$ cat src/rtl/multiples_sum_pkg.sv
// Shared types and default widths for the multiples-sum coprocessor.
package multiples_sum_pkg;

  localparam int unsigned N_W_DEF   = 16;
  localparam int unsigned ACC_W_DEF = 32;

  typedef enum logic [1:0] {
    IDLE  = 2'd0,
    CHECK = 2'd1,
    RUN   = 2'd2,
    DONE  = 2'd3
  } stateT;

endpackage

$ cat src/rtl/multiples_sum_unit_wrap_counter.sv
// Modulo counter running 1..modulus and wrapping back to 1; at_mod flags the
// candidate that is an exact multiple of the modulus.
module mod_wrap_counter
  import multiples_sum_pkg::*;
#(
  parameter int unsigned N_W = N_W_DEF
) (
  input  logic           clk,
  input  logic           rst_n,
  input  logic           load,
  input  logic           en,
  input  logic [N_W-1:0] modulus,
  output logic [N_W-1:0] count,
  output logic           at_mod
);

  assign at_mod = (count == modulus);

  always_ff @(posedge clk or negedge rst_n) begin
    if (!rst_n) begin
      count <= '0;
    end else if (load) begin
      count <= N_W'(1);
    end else if (en) begin
      count <= at_mod ? N_W'(1) : count + 1'b1;
    end
  end

endmodule

$ cat src/rtl/multiples_sum_unit.sv
// Start-triggered coprocessor summing every k in 1..L divisible by div_a or
// div_b, one candidate per cycle, with sticky overflow and divisor-zero error.
module multiples_sum_unit
  import multiples_sum_pkg::*;
#(
  parameter int unsigned N_W   = N_W_DEF,
  parameter int unsigned ACC_W = ACC_W_DEF
) (
  input  logic             clk,
  input  logic             rst_n,
  input  logic             start,
  input  logic [N_W-1:0]   n,
  input  logic [N_W-1:0]   div_a,
  input  logic [N_W-1:0]   div_b,
  input  logic             mode,
  output logic             busy,
  output logic             done,
  output logic [ACC_W-1:0] result,
  output logic             overflow,
  output logic             err
);

  // Sum is formed wide enough for both operands so any carry past ACC_W is seen
  localparam int unsigned SUM_W = ((ACC_W > N_W) ? ACC_W : N_W) + 1;

  stateT state, stateNext;

  logic [N_W-1:0]   lReg, divAReg, divBReg, kReg, bound;
  logic [N_W-1:0]   countA, countB;
  logic [ACC_W-1:0] acc;
  logic             ovfReg, errReg;
  logic             cntLoad, cntEn, atA, atB, hit, divZero, lastK;
  logic [SUM_W-1:0] sumWide;

  mod_wrap_counter #(.N_W(N_W)) uCntA (
    .clk(clk), .rst_n(rst_n), .load(cntLoad), .en(cntEn),
    .modulus(divAReg), .count(countA), .at_mod(atA)
  );

  mod_wrap_counter #(.N_W(N_W)) uCntB (
    .clk(clk), .rst_n(rst_n), .load(cntLoad), .en(cntEn),
    .modulus(divBReg), .count(countB), .at_mod(atB)
  );

  always_comb begin
    if (mode) begin
      bound = n;
    end else if (n == '0) begin
      bound = '0;
    end else begin
      bound = n - 1'b1;
    end
  end

  assign divZero = (divAReg == '0) || (divBReg == '0);
  assign hit     = atA | atB;
  assign lastK   = (kReg == lReg);
  assign sumWide = SUM_W'(acc) + SUM_W'(kReg);

  always_ff @(posedge clk or negedge rst_n) begin
    if (!rst_n) begin
      state <= IDLE;
    end else begin
      state <= stateNext;
    end
  end

  always_comb begin
    stateNext = state;
    cntLoad   = 1'b0;
    cntEn     = 1'b0;
    busy      = 1'b0;
    done      = 1'b0;
    case (state)
      IDLE: begin
        if (start) stateNext = CHECK;
      end
      CHECK: begin
        busy = 1'b1;
        if (divZero || (lReg == '0)) begin
          stateNext = DONE;
        end else begin
          cntLoad   = 1'b1;
          stateNext = RUN;
        end
      end
      RUN: begin
        busy  = 1'b1;
        cntEn = 1'b1;
        if (lastK) stateNext = DONE;
      end
      DONE: begin
        done      = 1'b1;
        stateNext = IDLE;
      end
      default: stateNext = IDLE;
    endcase
  end

  always_ff @(posedge clk or negedge rst_n) begin
    if (!rst_n) begin
      lReg     <= '0;
      divAReg  <= '0;
      divBReg  <= '0;
      kReg     <= '0;
      acc      <= '0;
      ovfReg   <= 1'b0;
      errReg   <= 1'b0;
      result   <= '0;
      overflow <= 1'b0;
      err      <= 1'b0;
    end else begin
      case (state)
        IDLE: begin
          if (start) begin
            divAReg <= div_a;
            divBReg <= div_b;
            lReg    <= bound;
          end
        end
        CHECK: begin
          acc    <= '0;
          ovfReg <= 1'b0;
          errReg <= divZero;
          kReg   <= N_W'(1);
        end
        RUN: begin
          if (hit) begin
            acc <= sumWide[ACC_W-1:0];
            if (|sumWide[SUM_W-1:ACC_W]) ovfReg <= 1'b1;
          end
          if (!lastK) kReg <= kReg + 1'b1;
        end
        DONE: begin
          result   <= acc;
          overflow <= ovfReg;
          err      <= errReg;
        end
        default: ;
      endcase
    end
  end

endmodule

$ cat config.mk
export PLATFORM = sky130hd
export DESIGN_NAME = multiples_sum_unit
export DESIGN_NICKNAME = d
export VERILOG_FILES = /design/src/rtl/multiples_sum_pkg.sv /design/src/rtl/multiples_sum_unit_wrap_counter.sv /design/src/rtl/multiples_sum_unit.sv
export SDC_FILE = /design/constraint.sdc
export NUM_CORES = 1
export LEC_CHECK = 0
export CORE_MARGIN = 2
export CORE_UTILIZATION = 50
export CTS_BUF_LIST = sky130_fd_sc_hd__clkbuf_8 sky130_fd_sc_hd__clkbuf_16
export DETAILED_ROUTE_END_ITERATION = 7
export GPL_ROUTABILITY_DRIVEN = 0
export PLACE_DENSITY = 0.78
export SLEW_MARGIN = 15
export SYNTH_ARGS = -nofsm -noshare
export SYNTH_HDL_FRONTEND = slang
export SYNTH_SLANG_ARGS = --single-unit
$ cat constraint.sdc
create_clock -name clk -period 3.05 [get_ports clk]
set_input_delay 0.7625 -clock clk [delete_from_list [all_inputs] [get_ports clk]]
set_output_delay 0.7625 -clock clk [all_outputs]
set_load 0.01 [all_outputs]
==> flow_summary.json, run 1 <==
{
  "cts_resized": 0,
  "multi_input_area_um2": 4720,
  "r2r_cells": 9,
  "timing.rr.start": "kReg[0]$_DFFE_PN0P_",
  "synth_seq_area_share_pct": 45.7,
  "drc": 0,
  "num_io_pins": 88,
  "syn_area_um2": 9100,
  "cts.path.max_buffers": 2,
  "synth_area_per_cell_um2": 10.1,
  "fin_nets": 1062,
  "viasPerCell": 5.77,
  "drtAntennaViolNets": 0,
  "cts_made_buffers": 17,
  "hpwlAfterDp_um": 14300,
  "netlist_instances": 898,
  "maxSlewViolCount": 0,
  "grtUsageTotal_pct": 21.4,
  "p_leak_uw": 0.00447,
  "grt_pass1_wl_um": 34300,
  "placed_area_um2": 10300,
  "antenna_found_initial": 0,
  "ys.flop_type": "dfrtp_1",
  "ys_warn_count": 0,
  "cp_max_fo": 14,
  "yosysTopAreaCell": "dfrtp_1",
  "startpoint_type": "register",
  "ctsHoldBuffers": 0,
  "ff_latch_area_um2": 4150,
  "clock-sinks": 166,
  "diodes": 0,
  "clock_skew_ps": 9.02,
  "synth_cell_types": 65,
  "r2r_end": "acc[30]$_DFFE_PN0P_",
  "drtIter0Drc": 633,
  "post-cts-setup-buffers": 0,
  "synth.top_cell.area_share_pct": 45.7,
  "num_vias": 7072,
  "rsz0062_at_grt": "no",
  "async_flop_share_pct": 100,
  "ir_worst_vdd_v": 0.000579,
  "regToRegSetupSlack_ps": 210,
  "tritoncts": "yes",
  "tightest_slew_ps": 719,
  "synth_area_leaders": "dfrtp_1 (46%), mux2_2 (8.3%), xnor2_1 (6.3%)",
  "criticalPathCategory": "reg2reg",
  "setup_viol": 0,
  "cts_max_level": 4,
  "die_h_um": 139,
  "finalSetupTns_ps": 0,
  "firstDrtPassIters": 5,
  "start_util_pct": 50.8,
  "ys_top_cells_by_count": "dfrtp_1 (166), nand2_1 (71), mux2_2 (67), xnor2_1 (65), a21oi_1 (46)",
  "hold_viol_final": 0,
  "grt-ovfl-total": 0,
  "fin_area_um2": 10900,
  "drv_cap": 0,
  "synthToLayoutAreaGrowth_pct": 19.9,
  "period_minus_slack_ps": 2840,
  "crit_required_ps": 3400,
  "powerDensity_nw_per_um2": 684,
  "timing.fmax_ghz": 0.352,
  "synth_edf_count": 0,
  "setup.worst_path.end_class": "register",
  "grt_pass1_vias": 6958,
  "status": "completed",
  "port_buffers": 87,
  "synth.most_common_cell": "dfrtp_1",
  "maxSlewHeadroom_pct": 51.9,
  "period_share_pct": 93.2,
  "ys_seq_elements": 166,
  "root_buffer": "clkbuf_16",
  "n_fill_cell": 1452,
  "rows": 49,
  "core_area_um2": 17900,
  "die-area_um2": 19300,
  "grt_max_degree": 67,
  "dieWidth_um": 139,
  "syn_nets": 977,
  "drive_gt1_share_pct": 14.1,
  "worstHoldPathType": "in2async",
  "arrival_ps": 3190,
  "routed_wl_um": 20000,
  "clk_pin_slew_ps": 70,
  "routedWlPerCell_um": 16.3,
  "clock_latency_ps": 440
}
## area by class of cell
type                            count  area share, %
Tap cell                          229           2.63
Timing Repair Buffer              107           9.72
Multi-Input combinational cell    667           43.3
Inverter                           24          0.826
Clock buffer                       17           3.90
Sequential cell                   166           38.1
Clock inverter                     15           1.55
## kinds of logic (layout without fill, tap and decap cells)
group / count (synthesis) / after routing / share of synthesized area (%)
multiplexers: 86 / 86 / 10.4
AO/OA/AOI/OAI: 187 / 187 / 12.8
XOR/XNOR: 76 / 76 / 7.32
flip-flops: 166 / 166 / 45.7
AND/OR/NAND/NOR: 291 / 291 / 17.2
adder cells (fa/ha/maj): 27 / 27 / 3.80
buffers and inverters: 65 / 163 / 2.85
## placed cells by master, fill, tap and decap left out, types with 3 or more instances in the layout
| cell type | instances |
|---|---|
| clkdlybuf4s50_1 | 86 |
| inv_6 | 3 |
| or3_1 | 7 |
| nor4_1 | 21 |
| or4_1 | 6 |
| o21a_1 | 5 |
| o21ai_1 | 20 |
| o211ai_1 | 6 |
| a22o_1 | 5 |
| or2_2 | 3 |
| o21bai_1 | 4 |
| a211oi_1 | 4 |
| o31ai_1 | 11 |
| mux2_2 | 67 |
| ha_1 | 26 |
| nor3_1 | 24 |
| nand3_1 | 42 |
| inv_1 | 24 |
| nor2_1 | 38 |
| and3_1 | 11 |
| clkbuf_16 | 17 |
| nand4_1 | 25 |
| a31oi_1 | 4 |
| o31a_1 | 4 |
| nor4_2 | 3 |
| xor2_1 | 11 |
| buf_12 | 3 |
| nand2b_1 | 9 |
| a21o_1 | 11 |
| xnor2_1 | 65 |
| nand2_1 | 70 |
| clkinvlp_4 | 5 |
| mux2i_1 | 19 |
| buf_4 | 17 |
| and2_1 | 5 |
| o21ai_0 | 45 |
| nand3b_1 | 9 |
| a21oi_1 | 46 |
| dfrtp_1 | 166 |
## power breakdown
part           switching (uW)  leakage, uW  total, uW  internal [uW]
sequential                460      0.00221       3070           2610
combinational            1150      0.00199       2200           1050
clock                     962     0.000276       2180           1220
total                    2570      0.00447       7460           4890
## stage by stage
step | setup slack [ps] | std cells | util (%) | total power [uW] | hold slack, ps
2_1_floorplan | 669 | 898 | - | 4560 | 467
3_3_place_gp | 254 | 1193 | 57.5 | 5230 | 484
3_5_place_dp | 200 | 1193 | 57.5 | 5310 | 491
4_1_cts | 181 | 1225 | 60.9 | 7500 | 297
5_1_grt | 21.5 | 1225 | 60.9 | 7870 | 318
6_report | 209 | 1225 | 60.9 | 7460 | 279
## flip-flops by register name, indices dropped and copies added (netlist names)
register     count
kReg            16
ovfReg           1
uCntB.count     16
uCntA.count     16
result          32
divBReg         16
divAReg         16
lReg            16
err              1
state            2
errReg           1
acc             32
overflow         1
## worst max-delay path by stage
stage | startpoint | endpoint
global route | kReg[0]$_DFFE_PN0P_ | acc[30]$_DFFE_PN0P_
global placement | n[6] | lReg[5]$_DFFE_PN0P_
finish | kReg[0]$_DFFE_PN0P_ | acc[30]$_DFFE_PN0P_
detailed placement | kReg[0]$_DFFE_PN0P_ | acc[18]$_DFFE_PN0P_
CTS | kReg[0]$_DFFE_PN0P_ | acc[30]$_DFFE_PN0P_
floorplan | kReg[0]$_DFFE_PN0P_ | acc[22]$_DFFE_PN0P_
## layer usage
metal | vias up | global-route usage (%) | wire length [um]
met5 | - | 0 | 0
met4 | 0 | 6.17 | 281
met3 | 28 | 4.01 | 802
met2 | 159 | 34.6 | 9510
met1 | 3447 | 29.8 | 9360
li1 | 3438 | - | -
## worst max-delay path, stage by stage (launching register included)
cell and delay [ps]:
dfrtp_1 460, ha_1 250, inv_1 70, fa_1 390, nand2b_1 170, a21oi_1 260
o21a_1 300, o41ai_4 170, or4_1 500, a21oi_1 170
Power figures use the tool's default switching activity.
==> inputs of run 2 (changes only) <==
CORE_MARGIN = 8   (was 2)
GPL_ROUTABILITY_DRIVEN = default   (was 0)
TNS_END_PERCENT = 5   (was default)
==> run 2 against run 1 <==
  * Die area up 18%
  * Cell count about the same
  * Core utilization up 0.14 points
  * Via count up 0.51%
  * Highest routed layer unchanged
  * Hold slack worse by 37 ps
  * Clock power up 4%
  * Critical path type unchanged
  * Critical path depth unchanged
  * Register-to-register slack about the same
  * Non-clock buffer count unchanged
==> flow_summary.json, run 2 (synthesis gave the netlist of run 1 again) <==
{
  "status": "completed",
  "wl_met3_um": 990,
  "reg.largest.list": "acc (32), result (32)",
  "crit_end": "acc[28]$_DFFE_PN0P_",
  "regToRegSetupSlack_ps": 220,
  "setup.worst_path.end_class": "register",
  "wl_met1_um": 9230,
  "ir_worst_vdd_v": 0.000516,
  "crit_top_cell": "a21oi_1",
  "num_io_pins": 88,
  "finalSetupTns_ps": 0,
  "grt_pass1_wl_um": 34100,
  "cts.path.max_buffers": 2,
  "cts_max_level": 4,
  "startpoint_type": "register",
  "rsz0062_at_grt": "no",
  "hold_viol_final": 0,
  "drive_gt1_share_pct": 13.9,
  "clk_pin_slew_ps": 70,
  "maxSlewViolCount": 0,
  "placed_area_um2": 10300,
  "r2r_end": "acc[28]$_DFFE_PN0P_",
  "cts_made_buffers": 17,
  "diodes": 0,
  "cpMaxStageDelayCell": "or4_1",
  "fin_area_um2": 10900,
  "timing.fmax_ghz": 0.353,
  "drtIter0Drc": 541,
  "cp_max_fo": 14,
  "tritoncts": "yes",
  "crit_required_ps": 3400,
  "dieWidth_um": 151,
  "firstDrtPassIters": 5,
  "root_buffer": "clkbuf_16",
  "ctsHoldBuffers": 0,
  "worstHoldPathType": "in2async",
  "holdWs_ps": 241,
  "core_area_um2": 17900,
  "drc": 0,
  "path_cells": "ha_1, inv_1, fa_1, nand2b_1, a21oi_1, o21a_1, o41ai_4, or4_1, a21oi_1",
  "die-area_um2": 22800,
  "ff_latch_area_um2": 4150,
  "num_vias": 7108,
  "layout_commonest_cell": "dfrtp_1",
  "setup_viol": 0,
  "tightest_slew_ps": 728,
  "routed_wl_um": 20200,
  "criticalPathCategory": "reg2reg",
  "grt_pass1_vias": 6955,
  "drv_cap": 0,
  "r2r_cells": 9,
  "routed.top_layer": "met4",
  "synthToLayoutAreaGrowth_pct": 20.2,
  "multi_input_area_um2": 4720,
  "critPathLaunch": "kReg[0]$_DFFE_PN0P_",
  "maxSlewHeadroom_pct": 51.3,
  "p_leak_uw": 0.00450,
  "clock-sinks": 166,
  "grtUsageTotal_pct": 18.4,
  "max_stage_delay_ps": 510,
  "drtAntennaViolNets": 0,
  "dr_wl_met2_um": 9670,
  "port_buffers": 87,
  "final_cell_mix": "dfrtp_1 (166), clkdlybuf4s50_1 (86), nand2_1 (70)",
  "viasPerCell": 5.81,
  "arrival_ps": 3180,
  "grt-ovfl-total": 0,
  "start_util_pct": 50.8,
  "rows": 49,
  "routedWlPerCell_um": 16.5,
  "hpwlAfterDp_um": 14700,
  "timing.rr.start": "kReg[0]$_DFFE_PN0P_",
  "grt_max_degree": 65,
  "period_minus_slack_ps": 2830,
  "period_share_pct": 92.8,
  "n_fill_cell": 1480,
  "powerDensity_nw_per_um2": 688,
  "clock_latency_ps": 430,
  "fin_nets": 1062,
  "gp_congestion": 0.870,
  "antenna_found_initial": 0,
  "die_h_um": 151,
  "clock_skew_ps": 10.6
}
[run 2: cell types whose count changed in the layout (fill, tap and decap cells not counted)]
| cell | change |
|---|---|
| inv_6 | -2 |
| inv_1 | +1 |
| clkbuf_8 | +1 |
| clkinv_2 | +2 |
| clkinvlp_4 | -3 |
| bufinv_16 | +2 |
| inv_8 | -2 |
[run 2: stage by stage]
step           worst slack [ps]  power, uW  util, %  instances
2_1_floorplan               669       4560        -        898
3_3_place_gp                238       5230     57.5       1193
3_5_place_dp                161       5310     57.5       1193
4_1_cts                     160       7590     61.0       1224
5_1_grt                    39.3       7950     61.1       1224
6_report                    218       7530     61.1       1224
[run 2: how the worst min path moves through the flow]
stage | startpoint | end | slack, ps | cells after the start
after global routing | rst_n | acc[2]$_DFFE_PN0P_ | 260 | 1
after floorplan | rst_n | acc[0]$_DFFE_PN0P_ | 470 | 0
after detailed placement | result[0]$_DFFE_PN0P_ | result[0]$_DFFE_PN0P_ | 490 | 1
after CTS | rst_n | acc[5]$_DFFE_PN0P_ | 240 | 1
final | rst_n | acc[5]$_DFFE_PN0P_ | 240 | 1
after global placement | uCntA.count[15]$_DFFE_PN0P_ | uCntA.count[15]$_DFFE_PN0P_ | 480 | 1
[run 2: layer usage]
| layer | global-route usage [%] | vias up |
|---|---|---|
| li1 | - | 3449 |
| met1 | 24.2 | 3437 |
| met2 | 29.7 | 190 |
| met3 | 3.62 | 32 |
| met4 | 6.58 | 0 |
| met5 | 0 | - |
[run 2: repair_timing]
action                     4_1_cts  5_1_grt
resized for setup                0        1
setup buffers                    0        0
setup endpoints to repair        0        3
[run 2: layout make-up]
class | instances | area share [%]
multi-input cells | 667 | 43.2
flip-flops and latches | 166 | 38.0
repair buffers | 107 | 9.69
clock buffers | 18 | 4.02
well taps | 229 | 2.62
clock inverters | 13 | 1.65
inverters | 24 | 0.824
[run 2: critical path, delay by kind of cell, from the launching register on]
family          cells  cell delay, ps
fa+ha+maj           2             620
compound gates      4             890
simple gates        2             700
flops               1             470
buf+inv             1              60
[run 2: power breakdown]
part / switching [uW] / internal (uW)
clock: 883 / 1380
sequential: 456 / 2610
combinational: 1140 / 1050
